## config.mk

```make
export PLATFORM = sky130hd
export DESIGN_NAME = saturn_fetch_unit
export DESIGN_NICKNAME = d
export VERILOG_FILES = /design/src/rtl/saturn_fetch_pkg.sv /design/src/rtl/saturn_nibble_fifo.sv /design/src/rtl/saturn_fetch_unit.sv
export SDC_FILE = /design/constraint.sdc
export NUM_CORES = 1
export LEC_CHECK = 0
export BUFFER_PORTS_ARGS = -buffer_cell sky130_fd_sc_hd__buf_2
export CORE_AREA = 2 2 174 142
export DETAILED_ROUTE_END_ITERATION = 7
export DIE_AREA = 0 0 176 144
export GPL_TIMING_DRIVEN = 0
export PLACE_DENSITY_LB_ADDON = 0.08
export SKIP_LAST_GASP = 1
export SYNTH_ARGS = -nofsm -noshare
export SYNTH_HDL_FRONTEND = slang
export SYNTH_SLANG_ARGS = --single-unit
```

## constraint.sdc

```tcl
create_clock -name clk -period 9.4 [get_ports clk]
set_input_delay 1.88 -clock clk [delete_from_list [all_inputs] [get_ports clk]]
set_output_delay 1.88 -clock clk [all_outputs]
set_load 0.01 [all_outputs]
```

## src/rtl/saturn_fetch_pkg.sv

```systemverilog
// Shared definitions for the Saturn instruction prefetcher: hp48 bus command codes
// and the fetch state encoding shown on decoder-side debug displays.
package saturn_fetch_pkg;

  localparam logic [3:0] BUSCMD_NOP         = 4'h0;
  localparam logic [3:0] BUSCMD_ID          = 4'h1;
  localparam logic [3:0] BUSCMD_PC_READ     = 4'h2;
  localparam logic [3:0] BUSCMD_DP_READ     = 4'h3;
  localparam logic [3:0] BUSCMD_PC_WRITE    = 4'h4;
  localparam logic [3:0] BUSCMD_DP_WRITE    = 4'h5;
  localparam logic [3:0] BUSCMD_LOAD_PC     = 4'h6;
  localparam logic [3:0] BUSCMD_LOAD_DP     = 4'h7;
  localparam logic [3:0] BUSCMD_CONFIGURE   = 4'h8;
  localparam logic [3:0] BUSCMD_UNCONFIGURE = 4'h9;
  localparam logic [3:0] BUSCMD_RESET       = 4'hF;

  typedef enum logic [1:0] {
    FETCH_LOAD   = 2'd0,
    FETCH_STREAM = 2'd1,
    FETCH_HALTED = 2'd2
  } fetch_state_t;

endpackage

```

## src/rtl/saturn_nibble_fifo.sv

```systemverilog
// Nibble queue with an address tag per entry; head is read straight from storage
// registers, so nothing from push/pop reaches the outputs combinationally.
module saturn_nibble_fifo #(
  parameter int DEPTH  = 8,
  parameter int ADDR_W = 20
) (
  input  logic                       clk,
  input  logic                       reset,
  input  logic                       clear,
  input  logic                       push,
  input  logic [3:0]                 push_nibble,
  input  logic [ADDR_W-1:0]          push_pc,
  input  logic                       pop,
  output logic [3:0]                 head_nibble,
  output logic [ADDR_W-1:0]          head_pc,
  output logic [$clog2(DEPTH+1)-1:0] level,
  output logic                       full,
  output logic                       empty
);

  localparam int PW = $clog2(DEPTH);
  localparam int LW = $clog2(DEPTH+1);

  logic [3:0]        nib_mem [DEPTH];
  logic [ADDR_W-1:0] pc_mem  [DEPTH];
  logic [PW-1:0]     rd_ptr;
  logic [PW-1:0]     wr_ptr;
  logic [LW-1:0]     count;
  logic              do_pop;

  assign do_pop      = pop & ~empty;
  assign empty       = (count == '0);
  assign full        = (count == LW'(DEPTH));
  assign level       = count;
  assign head_nibble = nib_mem[rd_ptr];
  assign head_pc     = pc_mem[rd_ptr];

  // Clear only resets occupancy; stale entries are never visible while empty.
  always_ff @(posedge clk or posedge reset) begin
    if (reset) begin
      rd_ptr <= '0;
      wr_ptr <= '0;
      count  <= '0;
      for (int i = 0; i < DEPTH; i++) begin
        nib_mem[i] <= '0;
        pc_mem[i]  <= '0;
      end
    end else if (clear) begin
      rd_ptr <= '0;
      wr_ptr <= '0;
      count  <= '0;
    end else begin
      if (push) begin
        nib_mem[wr_ptr] <= push_nibble;
        pc_mem[wr_ptr]  <= push_pc;
        wr_ptr          <= wr_ptr + PW'(1);
      end
      if (do_pop) begin
        rd_ptr <= rd_ptr + PW'(1);
      end
      case ({push, do_pop})
        2'b10:   count <= count + LW'(1);
        2'b01:   count <= count - LW'(1);
        default: count <= count;
      endcase
    end
  end

endmodule

```

## src/rtl/saturn_fetch_unit.sv

```systemverilog
// Buffered instruction-nibble prefetcher: drives LOAD_PC/PC_READ on the hp48 bus
// and hands tagged nibbles to the decoder through a valid/ready port.
module saturn_fetch_unit
  import saturn_fetch_pkg::*;
#(
  parameter int                ADDR_W   = 20,
  parameter int                DEPTH    = 8,
  parameter logic [ADDR_W-1:0] RESET_PC = '0
) (
  input  logic                       clk,
  input  logic                       reset,
  input  logic                       redirect_valid,
  input  logic [ADDR_W-1:0]          redirect_pc,
  output logic                       out_valid,
  input  logic                       out_ready,
  output logic [3:0]                 out_nibble,
  output logic [ADDR_W-1:0]          out_pc,
  output logic                       bus_strobe,
  output logic [3:0]                 bus_command,
  output logic [ADDR_W-1:0]          bus_address,
  input  logic [3:0]                 bus_nibble_rd,
  input  logic                       bus_error,
  output logic                       halt,
  output logic [$clog2(DEPTH+1)-1:0] level,
  output fetch_state_t               fetch_state
);

  localparam int LW = $clog2(DEPTH+1);

  // Decoder port: the head transfers on a rising edge where out_valid and out_ready
  // are both high; out_valid never depends on out_ready, and a redirect voids the pop.

  fetch_state_t      state_q, state_d;
  logic [ADDR_W-1:0] fetch_pc_q, fetch_pc_d;
  logic [ADDR_W-1:0] issue_pc_q, issue_pc_d;
  logic [ADDR_W-1:0] resp_pc_q;
  logic              inflight_q, inflight_d;
  logic              strobe_d;
  logic [3:0]        command_d;
  logic [ADDR_W-1:0] address_d;

  logic              read_out;
  logic              resp_err;
  logic              redirect_take;
  logic              push;
  logic              pop;
  logic              room;
  logic [LW:0]       level_after;
  logic              fifo_full;
  logic              fifo_empty;

  assign out_valid   = ~fifo_empty;
  assign halt        = (state_q == FETCH_HALTED);
  assign fetch_state = state_q;
  // The read on the bus this cycle answers next cycle, so it already holds a slot.
  assign read_out    = bus_strobe & (bus_command == BUSCMD_PC_READ);

  always_comb begin
    resp_err      = inflight_q & bus_error;
    redirect_take = redirect_valid & (state_q != FETCH_HALTED) & ~resp_err;
    pop           = ~fifo_empty & out_ready & ~redirect_take;
    push          = inflight_q & ~bus_error & ~redirect_take & (~fifo_full | pop);
    level_after   = {1'b0, level} + {{LW{1'b0}}, push} - {{LW{1'b0}}, pop};
    room          = (level_after + {{LW{1'b0}}, read_out}) < (LW+1)'(DEPTH);
  end

  always_comb begin
    state_d    = state_q;
    fetch_pc_d = fetch_pc_q;
    issue_pc_d = issue_pc_q;
    strobe_d   = 1'b0;
    command_d  = BUSCMD_NOP;
    address_d  = '0;
    inflight_d = read_out & ~redirect_take & ~resp_err & (state_q != FETCH_HALTED);
    if (state_q == FETCH_HALTED || resp_err) begin
      state_d = FETCH_HALTED;
    end else if (redirect_take) begin
      state_d    = FETCH_STREAM;
      fetch_pc_d = redirect_pc;
      strobe_d   = 1'b1;
      command_d  = BUSCMD_LOAD_PC;
      address_d  = redirect_pc;
    end else begin
      case (state_q)
        FETCH_LOAD: begin
          state_d   = FETCH_STREAM;
          strobe_d  = 1'b1;
          command_d = BUSCMD_LOAD_PC;
          address_d = fetch_pc_q;
        end
        FETCH_STREAM: begin
          if (room) begin
            strobe_d   = 1'b1;
            command_d  = BUSCMD_PC_READ;
            issue_pc_d = fetch_pc_q;
            fetch_pc_d = fetch_pc_q + ADDR_W'(1);
          end
        end
        default: ;
      endcase
    end
  end

  always_ff @(posedge clk or posedge reset) begin
    if (reset) begin
      state_q     <= FETCH_LOAD;
      fetch_pc_q  <= RESET_PC;
      issue_pc_q  <= '0;
      resp_pc_q   <= '0;
      inflight_q  <= 1'b0;
      bus_strobe  <= 1'b0;
      bus_command <= BUSCMD_NOP;
      bus_address <= '0;
    end else begin
      state_q     <= state_d;
      fetch_pc_q  <= fetch_pc_d;
      issue_pc_q  <= issue_pc_d;
      resp_pc_q   <= issue_pc_q;
      inflight_q  <= inflight_d;
      bus_strobe  <= strobe_d;
      bus_command <= command_d;
      bus_address <= address_d;
    end
  end

  saturn_nibble_fifo #(
    .DEPTH  (DEPTH),
    .ADDR_W (ADDR_W)
  ) u_fifo (
    .clk         (clk),
    .reset       (reset),
    .clear       (redirect_take),
    .push        (push),
    .push_nibble (bus_nibble_rd),
    .push_pc     (resp_pc_q),
    .pop         (pop),
    .head_nibble (out_nibble),
    .head_pc     (out_pc),
    .level       (level),
    .full        (fifo_full),
    .empty       (fifo_empty)
  );

endmodule

```

==> metrics.csv <==
metric,value,unit
power,3.81,mW
synth_top_cell_by_area,dfrtp_1,
track_usage,22.7,%
postCtsResizedCells,0,
numCtsBuffers,29,
netSwitchingFraction,31.6,%
core,23800,sq um
syn_inst,862,
end_kind,output port,
maxSlewHeadroom,24.8,%
drive_gt1_share,36.6,%
finalCriticalPeriod,5.17,ns
io_pins,86,
num_rows,51,
hpwl,18900,um
n_antenna_cell,0,
synth_ff_type,dfrtp_1,
reg2reg_depth,14,
initialDrtViolationCount,409,
ys_ff_latch,287,
avgSynthCellArea,14.8,sq um
cts_setup_buffers,0,
initial_core_util,53.7,%
synth_most_common_cell,dfrtp_1,
cts_root_buffer,clkbuf_16,
tightest_slew,1.13,ns
fmax,193,MHz
synth_cell_types,54,
wl_per_cell,20.7,um
start_kind,register,
drc,0,
fp.dieArea,25300,sq um
die_w,176,um
synth.top_cells.by_count,"dfrtp_1 (287), mux2_2 (151), mux2_1 (87)",
path_clk_slew,0.06,ns
fin_skew,0.0120,ns
required,7.52,ns
max_cap_violations,0,
numPortBuffers,83,
clockPowerShare,29.2,%
powerDensity,260,nW/um^2
drv_slew,0,
critical_path_arrival,3.29,ns
irDropWorstVdd,0.166,mV
antenna_found_initial,0,
cts_htree_levels,1,
yosysWarnings,0,
clock_sinks,287,
p_seq_share,44.0,%
finalSetupViolations,0,
grt_pass1_wl,44400,um
min_path_type,reg -> reg,
globalRoute.totalOverflow,0,
num-nets-final,1026,
status,"finished, final reports clean",
async_flop_share,100,%
path_class,reg -> out,
holdPathStages,0,
cts_tree,done,
syn_to_final_growth,14.7,%
synth_top_cell_area_share,56.2,%
gp_congestion,0.843,
die_h,144,um
routed_wirelength,27400,um
syn-cell-area,12800,sq um
grt_pass1_vias,7585,
vias_per_cell,5.76,
comb_power_share,26.8,%
hold_violations,0,
grt_max_degree,42,
setup_tns,0,ns
switching_power,1.20,mW
p_int,2.60,mW
clock_path_buffers,3,
dr.pass1.iters,5,
path_max_fanout,10,
rsz0062_at_grt,no,
clk-insertion-delay-late,0.53,ns
antenna_left,0,
cts_hold_buf,0,
leakagePower,7.01,nW
num_vias,7618,
yosysSeqAreaShare,56.2,%
period_share,55.0,%
synth_edf_count,0,
synthTopCellsByArea,"dfrtp_1 (56%), mux2_2 (13%), mux4_2 (8.5%)",
==> cells in the final DEF, fill, tap and decap left out, types with 16 or more instances in the layout <==
cell type and n:
clkbuf_1 30, mux2_1 87, clkbuf_16 29, buf_2 98
nor2_1 24, a22o_1 16, nand3_1 19, mux2_2 151
nand2_1 29, dfrtp_1 287, mux4_2 48
==> metrics by stage <==
step | utilization (%) | cells | instance area [sq um] | hold slack, ns | setup slack [ns]
3_5_place_dp | 57.7 | 1271 | 13700 | 0.363 | 3.90
4_1_cts | 61.6 | 1323 | 14700 | 0.375 | 4.09
2_1_floorplan | - | 863 | 12800 | 0.350 | 3.71
3_3_place_gp | 57.1 | 1264 | 13600 | 0.358 | 1.95
6_report | 61.6 | 1323 | 14700 | 0.370 | 4.23
5_1_grt | 61.6 | 1323 | 14700 | 0.390 | 4.00
==> power groups by stage <==
stage	registers, mW	clock network (mW)	logic (mW)
detailed placement	1.69	0	1.03
finish	1.67	1.11	1.02
global route	1.71	1.19	1.12
CTS	1.67	1.14	1.03
global placement	1.69	0	1.01
floorplan	1.60	0	0.739
==> logic make-up after synthesis <==
logic type | Yosys count | share of synthesized area [%]
simple gates | 132 | 5.84
buf+inv | 66 | 2.44
flops | 287 | 56.2
compound gates | 65 | 3.79
fa+ha+maj | 13 | 1.33
mux | 291 | 29.9
xor+xnor | 7 | 0.480
other cells | 1 | 0.0294
==> final timing paths <==
check                      slack, ns                 to              from
max                             4.23          out_pc[0]  u_fifo.rd_ptr[0]
min                             0.37       resp_pc_q[7]     issue_pc_q[7]
max reg2reg                     5.11      fetch_pc_q[6]   u_fifo.level[3]
min reg2reg                     0.37       resp_pc_q[7]     issue_pc_q[7]
max in group asynchronous       6.78  u_fifo.pc_mem[30]             reset
min in group asynchronous       1.46     bus_address[6]             reset
==> worst max-delay path, stage by stage, from the launching register on <==
cell      delay (ns)
dfrtp_1         0.36
clkbuf_1        0.15
buf_1           0.74
clkbuf_1        0.64
mux4_2          0.44
mux2_2          0.29
buf_2           0.14
==> metal layers <==
metal  vias to the layer above  share of wire [%]  track usage, %
li1                       3454                  -               -
met5                         -                  0               0
met2                       192                 45            34.8
met1                      3931                 49            35.4
met4                         0                1.9            5.00
met3                        41                4.1            2.47
==> layout make-up <==
class                           count  area [sq um]
Sequential cell                   287          7180
Tap cell                          318           398
Clock buffer                       42           815
Fill cell                        1832          9150
Buffer                             51           255
Clock inverter                     10           103
Inverter                           15          60.1
Timing Repair Buffer               90           556
Multi-Input combinational cell    510          5290
==> registers in the layout, summed over array words and instances, names as in the netlist <==
register,count
bus_address,20
u_fifo.wr_ptr,3
u_fifo.pc_mem,160
bus_command,2
u_fifo.rd_ptr,3
inflight_q,1
fetch_pc_q,20
u_fifo.nib_mem,32
resp_pc_q,20
u_fifo.level,4
fetch_state,2
issue_pc_q,20
(Power assumes the default switching activity.)
